`config.mk`:
```
export PLATFORM = sky130hd
export DESIGN_NAME = bus_sync_launcher
export DESIGN_NICKNAME = d
export VERILOG_FILES = /design/src/rtl/bus_sync_launcher.sv
export SDC_FILE = /design/constraint.sdc
export NUM_CORES = 1
export LEC_CHECK = 0
export ABC_CLOCK_PERIOD_IN_PS = 1700
export BUFFER_PORTS_ARGS = -buffer_cell sky130_fd_sc_hd__buf_2
export CAP_MARGIN = 25
export CORE_ASPECT_RATIO = 1.4
export CORE_MARGIN = 5
export CORE_UTILIZATION = 30
export CTS_BUF_LIST = sky130_fd_sc_hd__clkbuf_16
export DETAILED_ROUTE_END_ITERATION = 16
export PLACE_DENSITY_LB_ADDON = 0.08
export SLEW_MARGIN = 20
export SYNTH_ARGS = -nofsm -noshare
export SYNTH_HDL_FRONTEND = slang
export SYNTH_SLANG_ARGS = --single-unit
```
`constraint.sdc`:
```
create_clock -name CLK -period 1.7 [get_ports CLK]
set_input_delay 0.255 -clock CLK [delete_from_list [all_inputs] [get_ports CLK]]
set_output_delay 0.255 -clock CLK [all_outputs]
set_load 0.01 [all_outputs]
```
`src/rtl/bus_sync_launcher.sv`:
```
`default_nettype none
// ============================================================================
//  Module      : bus_sync_launcher
//  Description : Source-domain sender for a multi-bit bus synchronizer.
//                Captures a word on valid/ready, holds it on tx_bus and runs
//                a four-phase enable/acknowledge handshake with optional
//                timeout abort.
//  Revision    : 1.0  initial release
// ============================================================================
module bus_sync_launcher #(
    parameter int BUS_WIDTH  = 8,
    parameter int NUM_STAGES = 2,
    parameter int MIN_HOLD   = 4,
    parameter int TIMEOUT    = 64
) (
    input  logic                 CLK,
    input  logic                 RST,
    input  logic [BUS_WIDTH-1:0] in_data,
    input  logic                 in_valid,
    output logic                 in_ready,
    output logic [BUS_WIDTH-1:0] tx_bus,
    output logic                 bus_enable,
    input  logic                 ack_async,
    output logic                 busy,
    output logic                 done_pulse,
    output logic                 timeout_err
);

    // Counters must reach both the hold threshold and the timeout threshold.
    localparam int c_CNT_MAX = (MIN_HOLD > TIMEOUT) ? MIN_HOLD : TIMEOUT;
    localparam int c_CNT_W   = $clog2(c_CNT_MAX + 1);

    localparam logic [c_CNT_W-1:0] c_HOLD_LAST = c_CNT_W'(MIN_HOLD - 1);
    localparam logic [c_CNT_W-1:0] c_CNT_SAT   = {c_CNT_W{1'b1}};
    localparam logic [c_CNT_W-1:0] c_CNT_ONE   = c_CNT_W'(1);

    typedef enum logic [1:0] {
        ST_IDLE     = 2'd0,
        ST_SETUP    = 2'd1,
        ST_WAIT_ACK = 2'd2,
        ST_RELEASE  = 2'd3
    } state_t;

    state_t                r_state;
    logic [NUM_STAGES-1:0] r_ack_sync;
    logic [c_CNT_W-1:0]    r_hold_cnt;
    logic [c_CNT_W-1:0]    r_to_cnt;
    logic                  r_aborted;

    logic                  w_ack_sync;
    logic                  w_hold_met;
    logic                  w_to_hit;

    assign w_ack_sync = r_ack_sync[NUM_STAGES-1];
    assign w_hold_met = (r_hold_cnt >= c_HOLD_LAST);

    // A stale acknowledge still visible in IDLE blocks the next launch.
    assign in_ready = (r_state == ST_IDLE) & ~w_ack_sync & RST;
    assign busy     = (r_state != ST_IDLE);

    generate
        if (TIMEOUT != 0) begin : g_timeout
            localparam logic [c_CNT_W-1:0] c_TO_LAST = c_CNT_W'(TIMEOUT - 1);
            assign w_to_hit = (r_to_cnt == c_TO_LAST);
        end else begin : g_no_timeout
            assign w_to_hit = 1'b0;
        end
    endgenerate

    // Acknowledge level synchronizer; the FSM sees only its last stage.
    always_ff @(posedge CLK) begin
        if (!RST) begin
            r_ack_sync <= '0;
        end else begin
            r_ack_sync <= {r_ack_sync[NUM_STAGES-2:0], ack_async};
        end
    end

    // Handshake FSM with registered bus, enable and status pulses.
    always_ff @(posedge CLK) begin
        if (!RST) begin
            r_state     <= ST_IDLE;
            tx_bus      <= '0;
            bus_enable  <= 1'b0;
            done_pulse  <= 1'b0;
            timeout_err <= 1'b0;
            r_hold_cnt  <= '0;
            r_to_cnt    <= '0;
            r_aborted   <= 1'b0;
        end else begin
            done_pulse  <= 1'b0;
            timeout_err <= 1'b0;
            case (r_state)
                ST_IDLE: begin
                    if (in_valid && in_ready) begin
                        tx_bus  <= in_data;
                        r_state <= ST_SETUP;
                    end
                end
                // Data has been stable for one cycle before the enable rises.
                ST_SETUP: begin
                    bus_enable <= 1'b1;
                    r_hold_cnt <= '0;
                    r_to_cnt   <= '0;
                    r_aborted  <= 1'b0;
                    r_state    <= ST_WAIT_ACK;
                end
                // Ack is checked before timeout so a coincident ack wins.
                ST_WAIT_ACK: begin
                    if (w_ack_sync && w_hold_met) begin
                        bus_enable <= 1'b0;
                        r_state    <= ST_RELEASE;
                    end else if (w_to_hit) begin
                        bus_enable  <= 1'b0;
                        timeout_err <= 1'b1;
                        r_aborted   <= 1'b1;
                        r_state     <= ST_RELEASE;
                    end else begin
                        if (r_hold_cnt != c_CNT_SAT) begin
                            r_hold_cnt <= r_hold_cnt + c_CNT_ONE;
                        end
                        if (r_to_cnt != c_CNT_SAT) begin
                            r_to_cnt <= r_to_cnt + c_CNT_ONE;
                        end
                    end
                end
                ST_RELEASE: begin
                    if (!w_ack_sync) begin
                        done_pulse <= ~r_aborted;
                        r_state    <= ST_IDLE;
                    end
                end
                default: begin
                    r_state <= ST_IDLE;
                end
            endcase
        end
    end

endmodule
`default_nettype wire

```
# Yosys cells after proc, flatten, opt, wreduce, memory -nomap -nowiden

Cells that the tools add are included.
W data, S select, Z words.

Register bits: 30
Bits of input ports: 12
Output and inout port bits: 13
Logic and storage cells: 66

Multiplexer cells: 20
Equality and inequality tests: 14
Add/subtract/negate cells: 2
Bitwise gates (word level): 7
Magnitude comparators: 1
Reductions and logical operators: 13

Operators with widths:

| kind                  | number |
|---|---|
| $mux W7               | 6 |
| $pmux W7 S2           | 2 |
| $add A7 B1 Y7 const B | 2 |
| $ne A7 B7 Y1 const B  | 2 |
| $ne A2 B2 Y1 const B  | 6 |
| $mux W2               | 4 |
| $pmux W2 S4           | 1 |
| $reduce_and A4 Y1     | 2 |
| $eq A7 B6 Y1 const B  | 1 |
| $ge A7 B2 Y1 const B  | 1 |
| $reduce_and A3 Y1     | 2 |
| $reduce_or A3 Y1      | 2 |
| $mux W1               | 5 |
| $not A1 Y1            | 5 |
| $eq A2 B2 Y1 const B  | 2 |
| $pmux W1 S2           | 2 |
| $reduce_and A2 Y1     | 2 |
| $reduce_bool A2 Y1    | 2 |
| $ne A3 B3 Y1 const B  | 1 |
| $and A1 B1 Y1         | 2 |
| $eq A2 B1 Y1 const B  | 1 |
| $logic_and A1 B1 Y1   | 2 |
| $logic_not A2 Y1      | 1 |
| $ne A2 B1 Y1 const B  | 1 |

# Depth between registers and ports, before layout

Depth in word-level cells: 6
Mapped depth: 7
Depth with buffers taken out: 7

# Worst setup path before layout

OpenSTA, ideal clock, no wires.

Path kind: register to register
Start: register r_hold_cnt[0]
End: register r_hold_cnt[0]
Library setup time: 0.087 ns
Path buffers: 0
Data required time: 1.613 ns
Period minus slack after synthesis: 1.734 ns
Arrival: 1.647 ns
Path slack: -0.034 ns
Stages on the path, launching flop included: 7
Path through: dfxtp_1 ha_1 a211oi_2 a21boi_2 nor3_4 mux2_1 o31ai_1

Word-level cells in the longest chain between the ends: 5
Elaborated cells on any way between the ends: 11
Classes of those cells: add/sub: 1; order compare: 1; eq/ne: 3; mux: 4; reduce/logical: 2

Ends and longest elaborated chain:

| what                     | line | text |
|---|---|---|
| start: declaration       | 46   | `logic [c_CNT_W-1:0] r_hold_cnt;` |
| start signal: assignment | 120  | `r_hold_cnt <= r_hold_cnt + c_CNT_ONE;` |
| $add A7 B1 Y7            | 120  |  |
| $mux W7                  | 119  | `if (r_hold_cnt != c_CNT_SAT) begin` |
| $mux W7                  | 113  | `end else if (w_to_hit) begin` |
| $mux W7                  | 110  | `if (w_ack_sync && w_hold_met) begin` |
| $pmux W7 S2              | 93   | `case (r_state)` |

Several ways; a longest one is shown, not always the timed one. The select of a mux whose other input is x is not followed.
A chain may end at the register's enable or synchronous reset.

# Worst setup path after layout

Start: register r_hold_cnt[0]
End: register r_to_cnt[0]

Word-level cells in the longest chain between the ends: 4

Ends and longest elaborated chain:

| what                               | line | text |
|---|---|---|
| $ge A7 B2 Y1                       | 55   | `assign w_hold_met = (r_hold_cnt >= c_HOLD_LAST);` |
| $logic_and A1 B1 Y1                | 110  |  |
| $ne A2 B2 Y1 (no source line)      | n/a  |  |
| $reduce_and A4 Y1 (no source line) | n/a  |  |
| end signal: assignment             | 123  | `r_to_cnt <= r_to_cnt + c_CNT_ONE;` |
| end: declaration                   | 47   | `logic [c_CNT_W-1:0] r_to_cnt;` |

No other way between the ends.

==> results by group <==
Floorplan
  – Floorplan row count: 30
  – Io pins: 25
  – Full die area: around 6400 um^2
  – Core box area: between 4000 and 5000 um^2
  – Starting Density: 0.306
  – Die width: ~69 um
  – Die H: roughly 92 um

Setup path
  – Crit Path Class: flip-flop to flip-flop
  – Worst EP required: around 1900 ps
  – Worst-path maximum fanout: 5
  – CP endpoint kind: flip-flop
  – RR Startpoint: r_hold_cnt[0]
  – CP startpoint: r_hold_cnt[0]
  – Critical Path AT: roughly 1900 ps
  – Crit start category: flip-flop

CTS
  – CTS tree: done
  – Worst-path clk slew: approximately 50 ps
  – H-tree level count: 2
  – Root Driver: clkbuf_16
  – Max Buffers Root-to-Sink: 2
  – Hold Buf Count CTS: 0
  – CTS Buf Count: 5
  – Sink Count: 30
  – Worst-skew pair later-pin latency: around 280 ps

Detailed routing
  – Drt pass-1 iters: 4
  – Antenna-violating nets left: 0
  – Total number of vias: roughly 1.3k
  – DRC violation count after routing: 0
  – Wire length per cell: between 10 and 15 um
  – DR vias/cell: 4.71
  – Drt initial violations: 53
  – DRT Wirelength: approximately 3.6 mm

Placed design
  – Dpl ws: -82.9 ps
  – Routability cong.: 0.685
  – Detailed Place HPWL: around 2.6 mm
  – Post-DP Area: 1800 um^2
  – Buffers on Ports: 24

Timing
  – Hold slack: approximately 190 ps
  – Clock Skew: between 3 and 4 ps
  – Slew headroom: 0.763
  – Worst slew pin tran: 353 ps
  – Endpoints failing setup: 3
  – Slew Limit Fails: 0
  – Fin crit period: around 1700 ps
  – Tcrit/Tclk final: 1.02
  – Maximum clock frequency: around 0.58 GHz
  – Post-route setup slack: -31.6 ps
  – Setup TNS: -75.1 ps
  – Final Hold Fails: 0
  – Unrepaired setup endpoints after global routing: yes

GRT
  – Vias in the first global route: 1,380
  – Grt met3 use: 0.0437
  – Total global routing overflow: 0
  – Largest net degree at the start of global routing: 26
  – First-pass GRT wire length: roughly 6.1 mm
  – Gr busiest metal: met2
  – GR met2 Demand/Resource: 0.211
  – Initial antenna violation count: 0
  – Total GRT Usage: 0.125
  – Met1 GRT Util: 0.134

Power and ir drop
  – Leak: approximately 0.86 nW
  – PwrDens: about 1300 nW/um^2
  – VDD IR-drop max: between 800 and 900 uV
  – Final Total Pwr: 2.66 mW

Cells and area
  – Area grow syn2layout: 45.2%
  – Number of nets in the layout: roughly 240
  – Antenna Cells: 0
  – FF/Latch Area: 603 um^2
  – Fillers: about 490
  – Share of post-route cells with drive strength above 1: 0.384
  – Post-route cell area: around 2100 um^2
  – Area of the multi-input gates: slightly above 900 um^2

Synth
  – Ys flop type: dfxtp_1
  – FFs w/ async S/R, synth: 0
  – Sequential share of the synthesized area: 0.412
  – Yosys warnings: 0
  – Yosys cell types: 39
  – Area share of the largest cell type after synthesis: 0.412
  – Mapped Nets: 180
  – Synthesized flop and latch total: 30
  – Mapped Avg Cell Area: approximately 9.0 um^2
  – Synth area leaders: dfxtp_1, nand2_1, ha_1, a21boi_0, xnor2_1
  – Area leader, netlist: dfxtp_1
  – Post-synthesis cell area: about 1500 um^2
  – Post-Synthesis Cells: between 150 and 200
  – EDFF count, synth: 0

Hold path
  – Hold path startpoint: ack_async
  – Hold WC Path Type: input port to flip-flop

Job
  – Maxcap violations: 0

Outcome
  – Status: complete, but fails checks
  – Failing checks: negative setup slack
-- report_power, final --
part           switching [mW]  leakage, nW  internal (mW)  total [mW]
Combinational           0.528        0.547          0.488        1.02
Clock                   0.308       0.0724          0.528       0.836
Sequential             0.0369        0.244          0.770       0.807
-- repair_timing --
item | in CTS | in global routing
pin swaps | 5 | 4
buffers inserted | 5 | 4
setup endpoints to repair | 5 | 11
resized for setup | 13 | 7
-- cell type report --
cell class | instances | share of cell area
Clock buffer | 5 | 0.0592
Clock inverter | 3 | 0.00592
Inverter | 3 | 0.00533
Multi-Input combinational cell | 123 | 0.432
Sequential cell | 30 | 0.285
Tap cell | 64 | 0.0379
Timing Repair Buffer | 55 | 0.175
-- synth_stat cells (2+ instances only) --
cell      count
and2_1        4
or2_2         2
dfxtp_1      30
nand2_1      26
ha_1          7
nor4_1        3
nor2b_1       5
clkbuf_1      5
and4_1        2
nor3_1        4
a21oi_1       4
mux2i_1       2
mux2_1        2
inv_1         3
a21boi_0      9
and3_1        3
o31ai_1       2
xnor2_1       7
nor2_1       12
nand3_1       9
o21ai_1       2
-- critical path, cell delays in order, from the launching register on --
cell	delay, ps
dfxtp_2	330
ha_4	170
a211oi_4	310
a21oi_1	120
buf_4	170
or2_2	310
mux2i_1	150
nor2b_1	60
-- metrics by stage --
stage / std cells / util
floorplan: 161 / -
global placement: 266 / 0.378
detailed placement: 266 / 0.378
CTS: 279 / 0.430
global route: 283 / 0.444
finish: 283 / 0.444
-- layout by cell type, fill, tap and decap left out, types with 4 or more instances in the layout --
cell type   n
and2_1      4
ha_1        4
buf_2      24
a21boi_0    9
nor2b_1     5
nor2_1     10
nand2_1    26
clkbuf_16   5
dfxtp_1    28
nand3_1     8
xnor2_1     7
buf_4      29
inv_1       4
a21oi_1     4
-- registers in the layout (all words and copies together) (netlist names) --
register     flops
tx_bus           8
r_aborted        1
timeout_err      1
r_to_cnt         7
done_pulse       1
r_hold_cnt       7
bus_enable       1
r_state          2
r_ack_sync       2
-- final timing paths --
check	to	slack, ps	cells past startpoint
worst max-delay path	r_to_cnt[0]	-30	7
worst min-delay path	r_ack_sync[0]	190	2
worst max register to register	r_to_cnt[0]	-30	7
worst min register to register	r_ack_sync[1]	430	1
-- logic make-up (layout without fill, tap and decap cells) --
logic type / Yosys count / after routing / share of synthesized area
mux: 4 / 4 / 0.0292
compound gates: 27 / 27 / 0.147
simple gates: 78 / 78 / 0.289
fa+ha+maj: 7 / 7 / 0.0601
flops: 30 / 30 / 0.412
xor+xnor: 7 / 7 / 0.0421
buf+inv: 8 / 66 / 0.0206
-- per-layer routing --
layer  vias to the layer above  wire [um]
li1                        675          -
met5                         -          0
met1                       619       1460
met2                        31       1940
met3                         8        172
met4                         0         68
Power figures use the tool's default switching activity.
